`src/rtl/spi_slave_ram_if.sv`:
```
// Serial and sensor-side signals of the SPI register file, grouped for the slave
// port and for the bench/front-end side that drives them.
interface spi_slave_ram_if;
    logic        csb;
    logic        mosi;
    logic        miso;
    logic        ldb;
    logic [10:0] sensor_data [16];

    modport slave (
        input  csb,
        input  mosi,
        input  ldb,
        input  sensor_data,
        output miso
    );

    modport master (
        output csb,
        output mosi,
        output ldb,
        output sensor_data,
        input  miso
    );
endinterface

```
`src/rtl/spi_slave_ram.sv`:
```
// SPI slave register file: sixteen 11-bit words, 16-bit MSB-first read/write
// frames, plus an active-low strobe that snapshots all sensor words at once.
module spi_slave_ram (
    input  logic             spi_clk,
    input  logic             rst,
    spi_slave_ram_if.slave   bus
);
    logic [4:0]  r_cnt;
    logic [9:0]  r_shift;
    logic [9:0]  r_rd_shift;
    logic        r_rw;
    logic [3:0]  r_addr;
    logic        r_miso;
    logic [10:0] r_mem [16];

    logic [4:0]  w_cnt_nxt;
    logic [9:0]  w_shift_nxt;
    logic [9:0]  w_rd_shift_nxt;
    logic        w_rw_nxt;
    logic [3:0]  w_addr_nxt;
    logic        w_miso_nxt;
    logic [3:0]  w_cap_addr;
    logic        w_commit;

    // The first four sampled bits sit in r_shift[3:0] = {rw, a3, a2, a1}
    assign w_cap_addr = {r_shift[2:0], bus.mosi};
    assign w_commit   = ~bus.csb && (r_cnt == 5'd15) && ~r_rw;
    assign bus.miso   = r_miso;

    // Next-state for the frame counter, shifters, captured header and miso
    always_comb begin
        w_cnt_nxt      = r_cnt;
        w_shift_nxt    = r_shift;
        w_rd_shift_nxt = r_rd_shift;
        w_rw_nxt       = r_rw;
        w_addr_nxt     = r_addr;
        w_miso_nxt     = 1'b0;
        if (bus.csb) begin
            w_cnt_nxt      = 5'd0;
            w_shift_nxt    = 10'd0;
            w_rd_shift_nxt = 10'd0;
            w_rw_nxt       = 1'b0;
            w_miso_nxt     = 1'b0;
        end else if (r_cnt != 5'd16) begin
            w_cnt_nxt   = r_cnt + 5'd1;
            w_shift_nxt = {r_shift[8:0], bus.mosi};
            if (r_cnt == 5'd4) begin
                w_rw_nxt   = r_shift[3];
                w_addr_nxt = w_cap_addr;
                if (r_shift[3]) begin
                    w_miso_nxt     = r_mem[w_cap_addr][10];
                    w_rd_shift_nxt = r_mem[w_cap_addr][9:0];
                end else begin
                    w_miso_nxt     = 1'b0;
                    w_rd_shift_nxt = 10'd0;
                end
            end else if ((r_cnt >= 5'd5) && (r_cnt <= 5'd14)) begin
                // Write frames leave the read shifter at zero, so miso stays low
                w_miso_nxt     = r_rd_shift[9];
                w_rd_shift_nxt = {r_rd_shift[8:0], 1'b0};
            end else begin
                w_miso_nxt = 1'b0;
            end
        end else begin
            w_miso_nxt = 1'b0;
        end
    end

    // Frame-state registers
    always_ff @(posedge spi_clk) begin
        if (rst) begin
            r_cnt      <= 5'd0;
            r_shift    <= 10'd0;
            r_rd_shift <= 10'd0;
            r_rw       <= 1'b0;
            r_addr     <= 4'd0;
            r_miso     <= 1'b0;
        end else begin
            r_cnt      <= w_cnt_nxt;
            r_shift    <= w_shift_nxt;
            r_rd_shift <= w_rd_shift_nxt;
            r_rw       <= w_rw_nxt;
            r_addr     <= w_addr_nxt;
            r_miso     <= w_miso_nxt;
        end
    end

    // Register file: a sensor load overrides a same-edge write commit
    always_ff @(posedge spi_clk) begin
        if (rst) begin
            for (int i = 0; i < 16; i++) begin
                r_mem[i] <= 11'd0;
            end
        end else if (~bus.ldb) begin
            for (int i = 0; i < 16; i++) begin
                r_mem[i] <= bus.sensor_data[i];
            end
        end else if (w_commit) begin
            r_mem[r_addr] <= {r_shift[9:0], bus.mosi};
        end else begin
            r_mem[r_addr] <= r_mem[r_addr];
        end
    end
endmodule

```
`src/flat_wrapper.sv`:
```
// flat-port wrapper written by rule: the top's interface ports become plain ports
module spi_slave_ram_flat 
  (spi_clk, rst, bus_csb, bus_mosi, bus_ldb, bus_sensor_data, bus_miso);
  spi_slave_ram_if bus_i ();
  input  logic spi_clk;
  input  logic rst;
  input wire logic [$bits(bus_i.csb)-1:0] bus_csb;
  input wire logic [$bits(bus_i.mosi)-1:0] bus_mosi;
  input wire logic [$bits(bus_i.ldb)-1:0] bus_ldb;
  input wire logic [$bits(bus_i.sensor_data)-1:0] bus_sensor_data;
  output wire logic [$bits(bus_i.miso)-1:0] bus_miso;
  assign bus_i.csb = bus_csb;
  assign bus_i.mosi = bus_mosi;
  assign bus_i.ldb = bus_ldb;
  assign bus_i.sensor_data = {>>{bus_sensor_data}};
  assign bus_miso = bus_i.miso;
  spi_slave_ram u_core (.spi_clk(spi_clk), .rst(rst), .bus(bus_i));
endmodule
```
`config.mk`:
```
export PLATFORM = sky130hd
export DESIGN_NAME = spi_slave_ram_flat
export DESIGN_NICKNAME = d
export VERILOG_FILES = /design/src/rtl/spi_slave_ram_if.sv /design/src/rtl/spi_slave_ram.sv /design/src/flat_wrapper.sv
export SDC_FILE = /design/constraint.sdc
export NUM_CORES = 1
export LEC_CHECK = 0
export CAP_MARGIN = 0
export CELL_PAD_IN_SITES_DETAIL_PLACEMENT = 0
export CELL_PAD_IN_SITES_GLOBAL_PLACEMENT = 2
export CORE_UTILIZATION = 39
export CTS_CLUSTER_SIZE = 8
export DETAILED_ROUTE_END_ITERATION = 6
export GPL_ROUTABILITY_DRIVEN = 0
export PLACE_DENSITY = 0.88
export SLEW_MARGIN = 20
export SYNTH_ARGS = -nofsm -noshare
export SYNTH_HDL_FRONTEND = slang
export SYNTH_SLANG_ARGS = --single-unit
```
`constraint.sdc`:
```
create_clock -name spi_clk -period 4.46 [get_ports spi_clk]
set_input_delay 0.669 -clock spi_clk [delete_from_list [all_inputs] [get_ports spi_clk]]
set_output_delay 0.669 -clock spi_clk [all_outputs]
set_load 0.02 [all_outputs]
```
# ---- After elaboration in Yosys (flattened, before gate mapping)
# Memories as Yosys holds them, arrays and structs flattened.
# Cells that the tools add are included.
dict set report word_totals {
  mem_bits_rw 176
  memories 1
  word_cells 84
  register_bits 31
  input_bits 181
  out_inout_bits 1
}
dict set report op_classes {
  reduce_logical 11
  eq_ne 4
  add_sub_neg 1
  magnitude_cmp 2
  n_bitwise 20
  mux 39
}
# name depth width read_ports rd_ports_with_merged_regs write_ports line_no
set memory_table {}
lappend memory_table {u_core.r_mem 16 11 1 0 16 spi_slave_ram.sv:14} ;# logic [10:0] r_mem [16];
# op n
set ops {}
lappend ops {{$mux 11} 18}
lappend ops {{$mux 10} 3}
lappend ops {{$mux 1} 17}
lappend ops {{$or 1x1->1} 17}
lappend ops {{$reduce_or 11->1} 1}
lappend ops {{$reduce_and 2->1} 3}
lappend ops {{$add 5x1->5 const B} 1}
lappend ops {{$eq 5x3->1 const B} 1}
lappend ops {{$eq 5x4->1 const B} 1}
lappend ops {{$ge 5x3->1 const B} 1}
lappend ops {{$le 5x4->1 const B} 1}
lappend ops {{$ne 5x5->1 const B} 1}
lappend ops {{$mux 4} 1}
lappend ops {{$logic_and 1x1->1} 3}
lappend ops {{$not 1->1} 3}
lappend ops {{$reduce_and 3->1} 1}
lappend ops {{$reduce_or 3->1} 1}
lappend ops {{$reduce_bool 2->1} 1}
lappend ops {{$reduce_or 2->1} 1}
lappend ops {{$ne 0x0->1} 1}

# ---- Depth between registers and ports, before layout
# Gate-level depths: netlist of run 1.
dict set report logic_depth {
  ltp_word 11
  depth_mapped 9
  depth_no_buf 7
}

# ---- Worst setup path after synthesis of run 1
# No wires, ideal clock.
dict set report synth_path {
  kind {flip-flop to flip-flop}
  from {reg u_core.r_cnt[1]}
  to {mem u_core.r_mem[15][0], enable pin}
  required_time_ps 4107
  arrival_ps 2338
  period_less_slack_ps 2691
  slack_ps 1769
  setup_ps 353
  path_buffers 1
  stages_incl_launch_ff 9
  cell_sequence {dfxtp_1 -> ha_1 -> and3_1 -> ha_1 -> nand4bb_4 -> or3b_2 -> nor3_2 -> buf_4 -> nand2b_1}
}
# element line_no
set synth_lines {}
lappend synth_lines {{start, declared} spi_slave_ram.sv:8} ;# logic [4:0] r_cnt;
lappend synth_lines {{start signal, assigned} spi_slave_ram.sv:79} ;# r_cnt <= w_cnt_nxt;
lappend synth_lines {{end, declared} spi_slave_ram.sv:14}

==> results of run 1 <==
==> layout make-up <==
class / instances / area share, %
well taps: 341 / 3.13
flip-flops and latches: 207 / 43.3
clock buffers: 55 / 6.42
repair buffers: 205 / 14.7
clock inverters: 1 / 0.0642
inverters: 14 / 0.385
multi-input cells: 463 / 32.0
==> power breakdown <==
| group | total [mW] | switching (mW) | leakage [nW] | internal (mW) |
|---|---|---|---|---|
| Clock | 2.12 | 0.815 | 0.420 | 1.30 |
| Combinational | 0.520 | 0.214 | 2.28 | 0.305 |
| Sequential | 2.32 | 0.0604 | 2.13 | 2.26 |
| Total | 4.96 | 1.09 | 4.83 | 3.87 |
==> path summary, 6_finish.rpt <==
kind	cells after the start	endpoint	startpoint	slack, ns
max	7	u_core.r_mem[12][5]	u_core.r_cnt[1]	1.34
min	2	u_core.r_rd_shift[0]	u_core.r_rd_shift[0]	0.47
max reg2reg	7	u_core.r_mem[12][5]	u_core.r_cnt[1]	1.34
min reg2reg	2	u_core.r_rd_shift[0]	u_core.r_rd_shift[0]	0.47
==> synthesized netlist by cell type, drive strengths merged (6+ instances only) <==
library cell  count
nor2             19
clkbuf           57
mux2             66
mux2i            19
nand2            30
inv              14
nor3              9
a22o            110
edfxtp          176
nand2b           16
nor2b            68
o32a              6
o21ai             6
mux4             44
dfxtp            31
buf              27
a21oi            12
==> cells in the final DEF, fill, tap and decap left out, types with 9 or more instances in the layout <==
| cell | n |
|---|---|
| nand2_1 | 29 |
| nor2_1 | 18 |
| clkbuf_16 | 31 |
| a22o_1 | 110 |
| dfxtp_1 | 29 |
| nand2b_1 | 16 |
| mux2_4 | 9 |
| mux2_2 | 57 |
| clkbuf_1 | 23 |
| inv_1 | 14 |
| a21oi_1 | 12 |
| buf_4 | 24 |
| mux2i_1 | 19 |
| mux4_2 | 44 |
| clkdlybuf4s50_1 | 179 |
| edfxtp_1 | 176 |
| nor2b_1 | 67 |
==> sequential cells by signal, indices dropped and copies added, names as in the netlist <==
| register | count |
|---|---|
| u_core.r_rd_shift | 10 |
| u_core.r_addr | 4 |
| u_core.bus.miso | 1 |
| u_core.r_mem | 176 |
| u_core.r_cnt | 5 |
| u_core.r_shift | 10 |
| u_core.r_rw | 1 |
==> kinds of logic (layout without fill, tap and decap cells) <==
group                      after synthesis  after routing  share of synthesized area (%)
AOI/OAI and AO/OA                      155            155                           12.0
xor gates and xnor gates                 2              2                          0.165
adders and majority gates                5              5                          0.588
buffers and inverters                   98            275                           3.74
DFF                                    207            207                           55.5
muxes                                  129            129                           18.4
and+or+nand+nor                        172            172                           9.53
==> routing by layer <==
metal  GRT usage [%]  vias up  share of wire (%)
met3            4.54       50                7.7
met4            5.82        2                2.2
li1                -     3293                  -
met5               0        -              0.027
met1            34.9     3726                 44
met2            37.4      349                 46
==> metrics by stage <==
step | hold WS [ns] | utilization, % | instances
finish | 0.468 | 50.7 | 1286
global route | 0.494 | 50.7 | 1286
CTS | 0.465 | 50.7 | 1286
detailed placement | 0.461 | 47.5 | 1230
global placement | 0.454 | 47.4 | 1229
floorplan | 0.436 | - | 768
==> critical path, stage by stage, from the launching register on <==
cell	delay (ns)
dfxtp_1	0.43
ha_1	0.22
and3_1	0.17
ha_1	0.21
nand4bb_4	0.14
nor3_1	0.32
nand3_1	0.60
nand2_1	0.66
==> impl_metrics.csv, run 1 <==
group,metric,value,unit
logic_synthesis,synth.avg_cell_area,13.8,sq um
die,ios,182,
cts,cts_buffers,30,
global_routing,grt_pass1_vias,7567,
die,num_rows,60,
final_layout,seqCellArea,0.00591,sq mm
logic_synthesis,synth_nets,954,
detailed_routing,drc_errors,0,
cts,cts_hold_buffers,0,
timing,rsz0062_at_grt,"no",
critical_path,arrival,3.29,ns
placement,port_buffers,181,
critical_path,path_class,"flip-flop to flip-flop",
die,die-area,0.0279,sq mm
global_routing,grt_pass1_wl,48800,um
global_routing,grt_use_total,24.1,%
logic_synthesis,synth-main-ff-cell,"edfxtp_1",
detailed_routing,wire_per_inst,26.3,um
global_routing,gr-total-overflow,0,
detailed_routing,wl,33800,um
global_routing,grt_max_degree,72,
cts,insertion_delay,0.54,ns
logic_synthesis,ys_ff_latch,207,
die,initial_utilization,39.6,%
timing,worstMarginPinSlew,1.19,ns
logic_synthesis,synthDistinctLibCells,49,
cts,cts_setup_buffers,0,
detailed_routing,drt_iter0_markers,643,
power,total_power,4.96,mW
timing,skew,0.0109,ns
timing,slew-limit-headroom,20.6,%
detailed_routing,drtAntennaViolNets,0,
logic_synthesis,yosysSeqAreaShare,55.5,%
final_layout,drive_gt1_share,19.5,%
logic_synthesis,syn_area,0.0106,sq mm
timing,fin_ws,1.34,ns
logic_synthesis,ys_top_cells_by_area,"edfxtp_1 (50%), mux4_2 (9.3%), a22o_1 (9.1%)",
die,dieHeight,167,um
timing,hold_viol,0,
final_layout,n_antenna_cell,0,
timing,min_period_over_period,70.0,%
final_layout,syn2layout_area_growth,28.2,%
critical_path,cp_max_fo,12,
detailed_routing,vias,7420,
cts,clock_sink_count,207,
logic_synthesis,synth_top_cell_by_area,"edfxtp_1",
final_layout,fill_cells,2273,
outcome,status,"completed",
timing,setup_violations,0,
detailed_routing,firstDrtPassIters,5,
placement,dp_hpwl,24500,um
cts,cts.clk_slew.worst_paths,0.05,ns
cts,cts_buffer_depth,3,
timing,tns,0,ns
logic_synthesis,ys_warn_count,0,
final_layout,nNetsFinal,1107,
critical_path,critPathRequiredTime,4.63,ns
final_layout,multi_input_area,0.00436,sq mm
final_layout,fin_area,0.0136,sq mm
logic_synthesis,synth_top_area_share,49.7,%
critical_path,endpoint_kind,"flip-flop",
detailed_routing,viasPerCell,5.77,
power,max-vdd-ir-drop,194,uV
cts,cts_tree,"built",
power,power_density,363,mW/mm^2
global_routing,antenna_found_initial,1,
power,leakagePower,4.83,nW
timing,layout_min_cycle_time,3.12,ns
worst_hold_path,holdCritPathClass,"flip-flop to flip-flop",
placement,pre_cts_ws,1.10,ns
logic_synthesis,synth-edff-count,176,
cts,htreeDepth,1,
die,fp.dieW,167,um
cts,cts_root_buf,"clkbuf_16",
logic_synthesis,syn-instance-count,768,
die,design.core.area,0.0269,sq mm
timing,fmaxAchievable,320,MHz
job,cap_violations,0,
critical_path,start_kind,"flip-flop",
placement,place_area,0.0128,sq mm
cts,post_cts_resized,0,
logic_synthesis,async_flop_share,0,%
timing,drv_slew,0,
Power figures use the tool's default switching activity.
==> inputs of run 2 (changes only) <==
- CORE_UTILIZATION: 39 -> 37
- PLACE_DENSITY: 0.88 -> 0.85
- clock period: 4.46 -> 3.2 ns (I/O delays scaled with it)
==> run 2 against run 1 <==
Against the previous run:
- non-clock buffer count increased by 20
- clock power increased by 31%
- cell area increased by 1.4%
- first-iteration DRC count decreased by 19%
- critical path depth increased by 2
- sequential share of layout area decreased by 0.61 points
- worst hold slack improved by 0.0011 ns
- global-route usage decreased by 3.5 points
- largest power group unchanged
==> impl_metrics.csv, run 2 (same netlist as run 1, synthesis figures left out) <==
group,metric,value,unit
worst_hold_path,worstHoldStart,"u_core.r_rd_shift[0]",
final_layout,fin_area,0.0138,sq mm
critical_path,crit_family,"simple AND/OR/NAND/NOR gates",
cts,insertion_delay,0.53,ns
detailed_routing,drc_errors,0,
critical_path,r2r_cells,9,
final_layout,n_antenna_cell,0,
final_layout,fill_cells,2460,
placement,dp_hpwl,21800,um
cts,clock_sink_count,207,
cts,htreeDepth,1,
worst_hold_path,hold_depth,2,
final_layout,multi_input_area,0.00436,sq mm
power,intPower,5.27,mW
job,cap_violations,0,
critical_path,endpoint_kind,"flip-flop",
timing,layout_min_cycle_time,2.89,ns
placement,port_buffers,181,
timing,hold_slack,0.469,ns
global_routing,grt_max_degree,77,
global_routing,grt_use_total,20.6,%
worst_hold_path,holdCritPathClass,"flip-flop to flip-flop",
detailed_routing,wire_per_inst,22.5,um
detailed_routing,drtAntennaViolNets,0,
final_layout,mostFrequentLayoutCell,"clkdlybuf4s50_1",
timing,min_period_over_period,90.3,%
cts,cts_buffer_depth,3,
critical_path,rrSetupSlack,0.31,ns
critical_path,cp_max_fo,12,
critical_path,r2r_start,"u_core.r_cnt[1]",
power,leakagePower,4.91,nW
final_layout,largest_reg_flops,176,
cts,cts_buffers,29,
final_layout,top_register,"u_core.r_mem",
timing,drv_slew,0,
final_layout,drive_gt1_share,20.6,%
timing,rsz0062_at_grt,"no",
critical_path,arrival,3.13,ns
cts,cts_tree,"built",
cts,cts_root_buf,"clkbuf_16",
die,dieHeight,172,um
final_layout,mostFrequentLayoutCells,"clkdlybuf4s50_1 (179), edfxtp_1 (176), a22o_1 (110), nor2b_1 (68), mux2_2 (57)",
die,die-area,0.0294,sq mm
timing,fin_ws,0.311,ns
outcome,status,"completed",
timing,hold_viol,0,
detailed_routing,drt_iter0_markers,522,
critical_path,critPathRequiredTime,3.44,ns
die,design.core.area,0.0280,sq mm
final_layout,nNetsFinal,1126,
placement,place_area,0.0130,sq mm
critical_path,crit_buf_inv,2,
final_layout,final_util,49.4,%
timing,tns,0,ns
critical_path,path_class,"flip-flop to flip-flop",
worst_hold_path,hold-path-endpoint,"u_core.r_rd_shift[0]",
cts,cts_hold_buffers,0,
power,p_comb_share,10.7,%
timing,fmaxAchievable,346,MHz
power,power_frac_clock,41.5,%
placement,pre_cts_ws,0.234,ns
final_layout,seqCellArea,0.00591,sq mm
detailed_routing,wl,30100,um
die,ios,182,
detailed_routing,viasPerCell,5.37,
detailed_routing,firstDrtPassIters,5,
global_routing,grt_pass1_vias,7520,
critical_path,start_kind,"flip-flop",
timing,skew,0.0159,ns
power,swShare,21.4,%
detailed_routing,vias,7195,
cts,post_cts_resized,0,
cts,cts_setup_buffers,0,
die,initial_utilization,38.0,%
timing,setup_violations,0,
critical_path,cp_cell_sequence,"ha_1 > and3_1 > ha_1 > nand4bb_4 > or3b_2 > nor3_2 > buf_12 > nand2b_1 > buf_12",
global_routing,gr-total-overflow,0,
power,p_seq_share,47.8,%
critical_path,rr_endpoint,"u_core.r_mem[15][8]",
critical_path,cp_slowest_stage_delay,0.54,ns
timing,worstMarginPinSlew,0.932,ns
final_layout,syn2layout_area_growth,30.0,%
final_layout,reg.largest.list,"u_core.r_mem x176, u_core.r_rd_shift x10, u_core.r_shift x10",
power,power_density,485,mW/mm^2
timing,slew-limit-headroom,37.7,%
cts,cts.clk_slew.worst_paths,0.05,ns
power,max-vdd-ir-drop,369,uV
die,num_rows,61,
die,fp.dieW,172,um
power,switching_power,1.44,mW
global_routing,grt_pass1_wl,44600,um
global_routing,antenna_found_initial,0,
critical_path,cpMaxStageDelayCell,"or3b_2",
## run 2: worst reg2reg max path, stage by stage, from the launching register on
cell       delay (ns)
dfxtp_1          0.43
ha_1             0.22
and3_1           0.17
ha_1             0.21
nand4bb_4        0.14
or3b_2           0.55
nor3_2           0.28
buf_12           0.18
nand2b_1         0.27
buf_12           0.17
## run 2: metal layers
metal  share of wire [%]  wire, um  vias up  global-route usage [%]
met5                   0         0        -                       0
met4                 2.0       618        0                    5.59
met3                 4.8      1440       42                    2.23
met2                  51     15400      208                    36.1
met1                  42     12700     3604                    27.0
li1                    -         -     3341                       -
## run 2: power by group through the flow
stage	registers, mW	logic [mW]	clock network, mW
CTS	3.21	0.727	2.82
global route	3.22	0.765	2.94
detailed placement	3.26	0.725	0
floorplan	3.22	0.366	0
finish	3.21	0.717	2.78
global placement	3.25	0.721	0
## run 2: layout make-up
cell class                 instances  area share, %
inverter                          14          0.380
timing repair buffer             225           16.1
tap                              378           3.42
sequential                       207           42.7
clock buffer                      53           5.90
multi-input combinational        463           31.5
## run 2: how the worst max path moves through the flow
stage	end	cells after the start	slack, ns	startpoint
2_1_floorplan	u_core.r_mem[15][0]	8	0.51	u_core.r_cnt[1]
3_3_place_gp	u_core.r_mem[15][8]	7	0.29	bus_ldb
3_5_place_dp	u_core.r_mem[15][8]	7	0.23	bus_ldb
4_1_cts	u_core.r_mem[15][8]	9	0.31	u_core.r_cnt[1]
5_1_grt	u_core.r_mem[15][7]	9	0.16	u_core.r_cnt[1]
6_report	u_core.r_mem[15][8]	9	0.31	u_core.r_cnt[1]
## run 2: metrics by stage
stage / cells / power, mW
after floorplan: 768 / 3.59
after global placement: 1287 / 3.97
after detailed placement: 1287 / 3.98
after CTS: 1340 / 6.76
after global routing: 1340 / 6.92
final: 1340 / 6.71
==> inputs of run 3 (changes only) <==
- PLACE_DENSITY: 0.85 -> 0.92
==> run 3 against run 2 <==
Against the previous run:
- clock power about the same
- power increased by 0.19%
- sequential share of layout area about the same
- via count increased by 1.0%
- register-to-register slack got worse by 0.04 ns
- die area unchanged
- routed wire length decreased by 0.35%
- sequential power about the same
- count of clock-buffer cells in the layout decreased by 1
- worst setup slack got worse by 0.042 ns
- cell area about the same
- global-route usage about the same
==> impl_metrics.csv, run 3 (same netlist as run 1, synthesis figures left out) <==
group,metric,value,unit
outcome,status,"completed",
global_routing,grt_use_total,20.6,%
global_routing,grt_pass1_wl,44800,um
critical_path,r2r_start,"u_core.r_cnt[1]",
worst_hold_path,hold-path-endpoint,"u_core.r_rd_shift[8]",
final_layout,nNetsFinal,1129,
detailed_routing,drc_errors,0,
final_layout,n_antenna_cell,0,
critical_path,path_class,"flip-flop to flip-flop",
timing,hold_slack,0.475,ns
cts,cts_tree,"built",
final_layout,largest_reg_flops,176,
placement,dp.cells,1290,
final_layout,syn2layout_area_growth,30.1,%
critical_path,rrSetupSlack,0.27,ns
detailed_routing,vias,7267,
worst_hold_path,hold_depth,1,
critical_path,endpoint_kind,"flip-flop",
timing,drv_slew,0,
worst_hold_path,holdCritPathClass,"flip-flop to flip-flop",
detailed_routing,wire_per_inst,22.4,um
die,die-area,0.0294,sq mm
timing,rsz0062_at_grt,"no",
cts,insertion_delay,0.54,ns
critical_path,cp_max_fo,8,
cts,htreeDepth,1,
power,total_power,6.72,mW
critical_path,start_kind,"flip-flop",
critical_path,arrival,3.21,ns
placement,dp_hpwl,21500,um
final_layout,top_register,"u_core.r_mem",
global_routing,antenna_found_initial,0,
critical_path,r2r_cells,8,
detailed_routing,firstDrtPassIters,5,
cts,post_cts_resized,0,
timing,tns,0,ns
cts,cts_setup_buffers,0,
critical_path,critPathRequiredTime,3.48,ns
worst_hold_path,worstHoldStart,"u_core.r_rd_shift[8]",
final_layout,drive_gt1_share,21.1,%
timing,fmaxAchievable,341,MHz
timing,min_period_over_period,91.6,%
detailed_routing,drtAntennaViolNets,0,
final_layout,mostFrequentLayoutCells,"clkdlybuf4s50_1 (179), edfxtp_1 (176), a22o_1 (110), nor2b_1 (68), mux2_2 (57)",
global_routing,grt_pass1_vias,7512,
die,initial_utilization,38.0,%
cts,cts_hold_buffers,0,
detailed_routing,viasPerCell,5.41,
cts,cts_buffers,29,
timing,slew-limit-headroom,41.1,%
timing,worstMarginPinSlew,0.884,ns
cts,cts_buffer_depth,3,
final_layout,final_cells,1343,
die,num_rows,61,
timing,hold_viol,0,
die,ios,182,
final_layout,reg.largest.list,"u_core.r_mem x176, u_core.r_rd_shift x10, u_core.r_shift x10",
timing,layout_min_cycle_time,2.93,ns
final_layout,final_util,49.4,%
power,max-vdd-ir-drop,418,uV
power,leakagePower,4.92,nW
detailed_routing,drt_iter0_markers,510,
timing,skew,0.0168,ns
critical_path,rr_endpoint,"u_core.r_mem[11][7]",
job,cap_violations,0,
detailed_routing,wl,30000,um
cts,clock_sink_count,207,
die,dieHeight,172,um
power,power_density,485,mW/mm^2
cts,cts.clk_slew.worst_paths,0.05,ns
cts,cts_root_buf,"clkbuf_16",
die,design.core.area,0.0280,sq mm
placement,port_buffers,181,
global_routing,grt_max_degree,111,
global_routing,gr-total-overflow,0,
critical_path,crit_path_start,"u_core.r_cnt[1]",
timing,setup_violations,0,
die,fp.dieW,172,um
final_layout,mostFrequentLayoutCell,"clkdlybuf4s50_1",
-- run 3: cell types whose count changed in the layout (fill, tap and decap cells not counted) --
cell | before | now
dfxtp_1 | 30 | 29
buf_4 | 38 | 43
buf_12 | 7 | 5
nor4b_2 | 0 | 1
clkbuf_1 | 24 | 23
nor4b_1 | 2 | 1
dfxtp_2 | 1 | 2
inv_6 | 0 | 1
-- run 3: how the worst max path moves through the flow --
stage | end | slack, ns | cells past startpoint
finish | u_core.r_mem[11][7] | 0.27 | 8
global route | u_core.r_mem[11][9] | 0.13 | 8
CTS | u_core.r_mem[11][2] | 0.28 | 8
detailed placement | u_core.r_mem[11][7] | 0.28 | 6
global placement | u_core.r_mem[15][8] | 0.32 | 7
floorplan | u_core.r_mem[15][0] | 0.51 | 8
-- run 3: critical path: stages, from the launching register on --
cell,delay [ns]
dfxtp_1,0.44
ha_1,0.23
and3_1,0.17
ha_1,0.23
nand4bb_4,0.14
or3b_2,0.55
nor3_2,0.31
buf_4,0.25
mux2_2,0.35
-- run 3: stage by stage --
| stage | setup slack (ns) | cell area (sq um) |
|---|---|---|
| after floorplan | 0.509 | 10600 |
| after global placement | 0.322 | 13000 |
| after detailed placement | 0.278 | 13000 |
| after CTS | 0.282 | 13800 |
| after global routing | 0.128 | 13800 |
| final | 0.269 | 13800 |
-- run 3: cell type report --
cell class              count  area (sq um)
clock buffers              52           812
well taps                 378           473
fillers                  2456         14200
inverters                  14          52.6
multi-input cells         463          4370
clock inverters             1          8.76
flip-flops and latches    207          5910
repair buffers            228          2220
-- run 3: where the power goes --
group	total [mW]	switching, mW	leakage, nW	internal, mW
Clock	2.79	1.10	0.389	1.69
Combinational	0.720	0.278	2.40	0.442
Sequential	3.21	0.0665	2.13	3.14
-- run 3: metal layers --
metal  up-vias  share of wire, %  global-route usage (%)
met5         -                 0                       0
met3        48               4.7                    2.69
met4         0               2.3                    6.02
met1      3652                42                    26.9
met2       221                51                    35.6
li1       3346                 -                       -
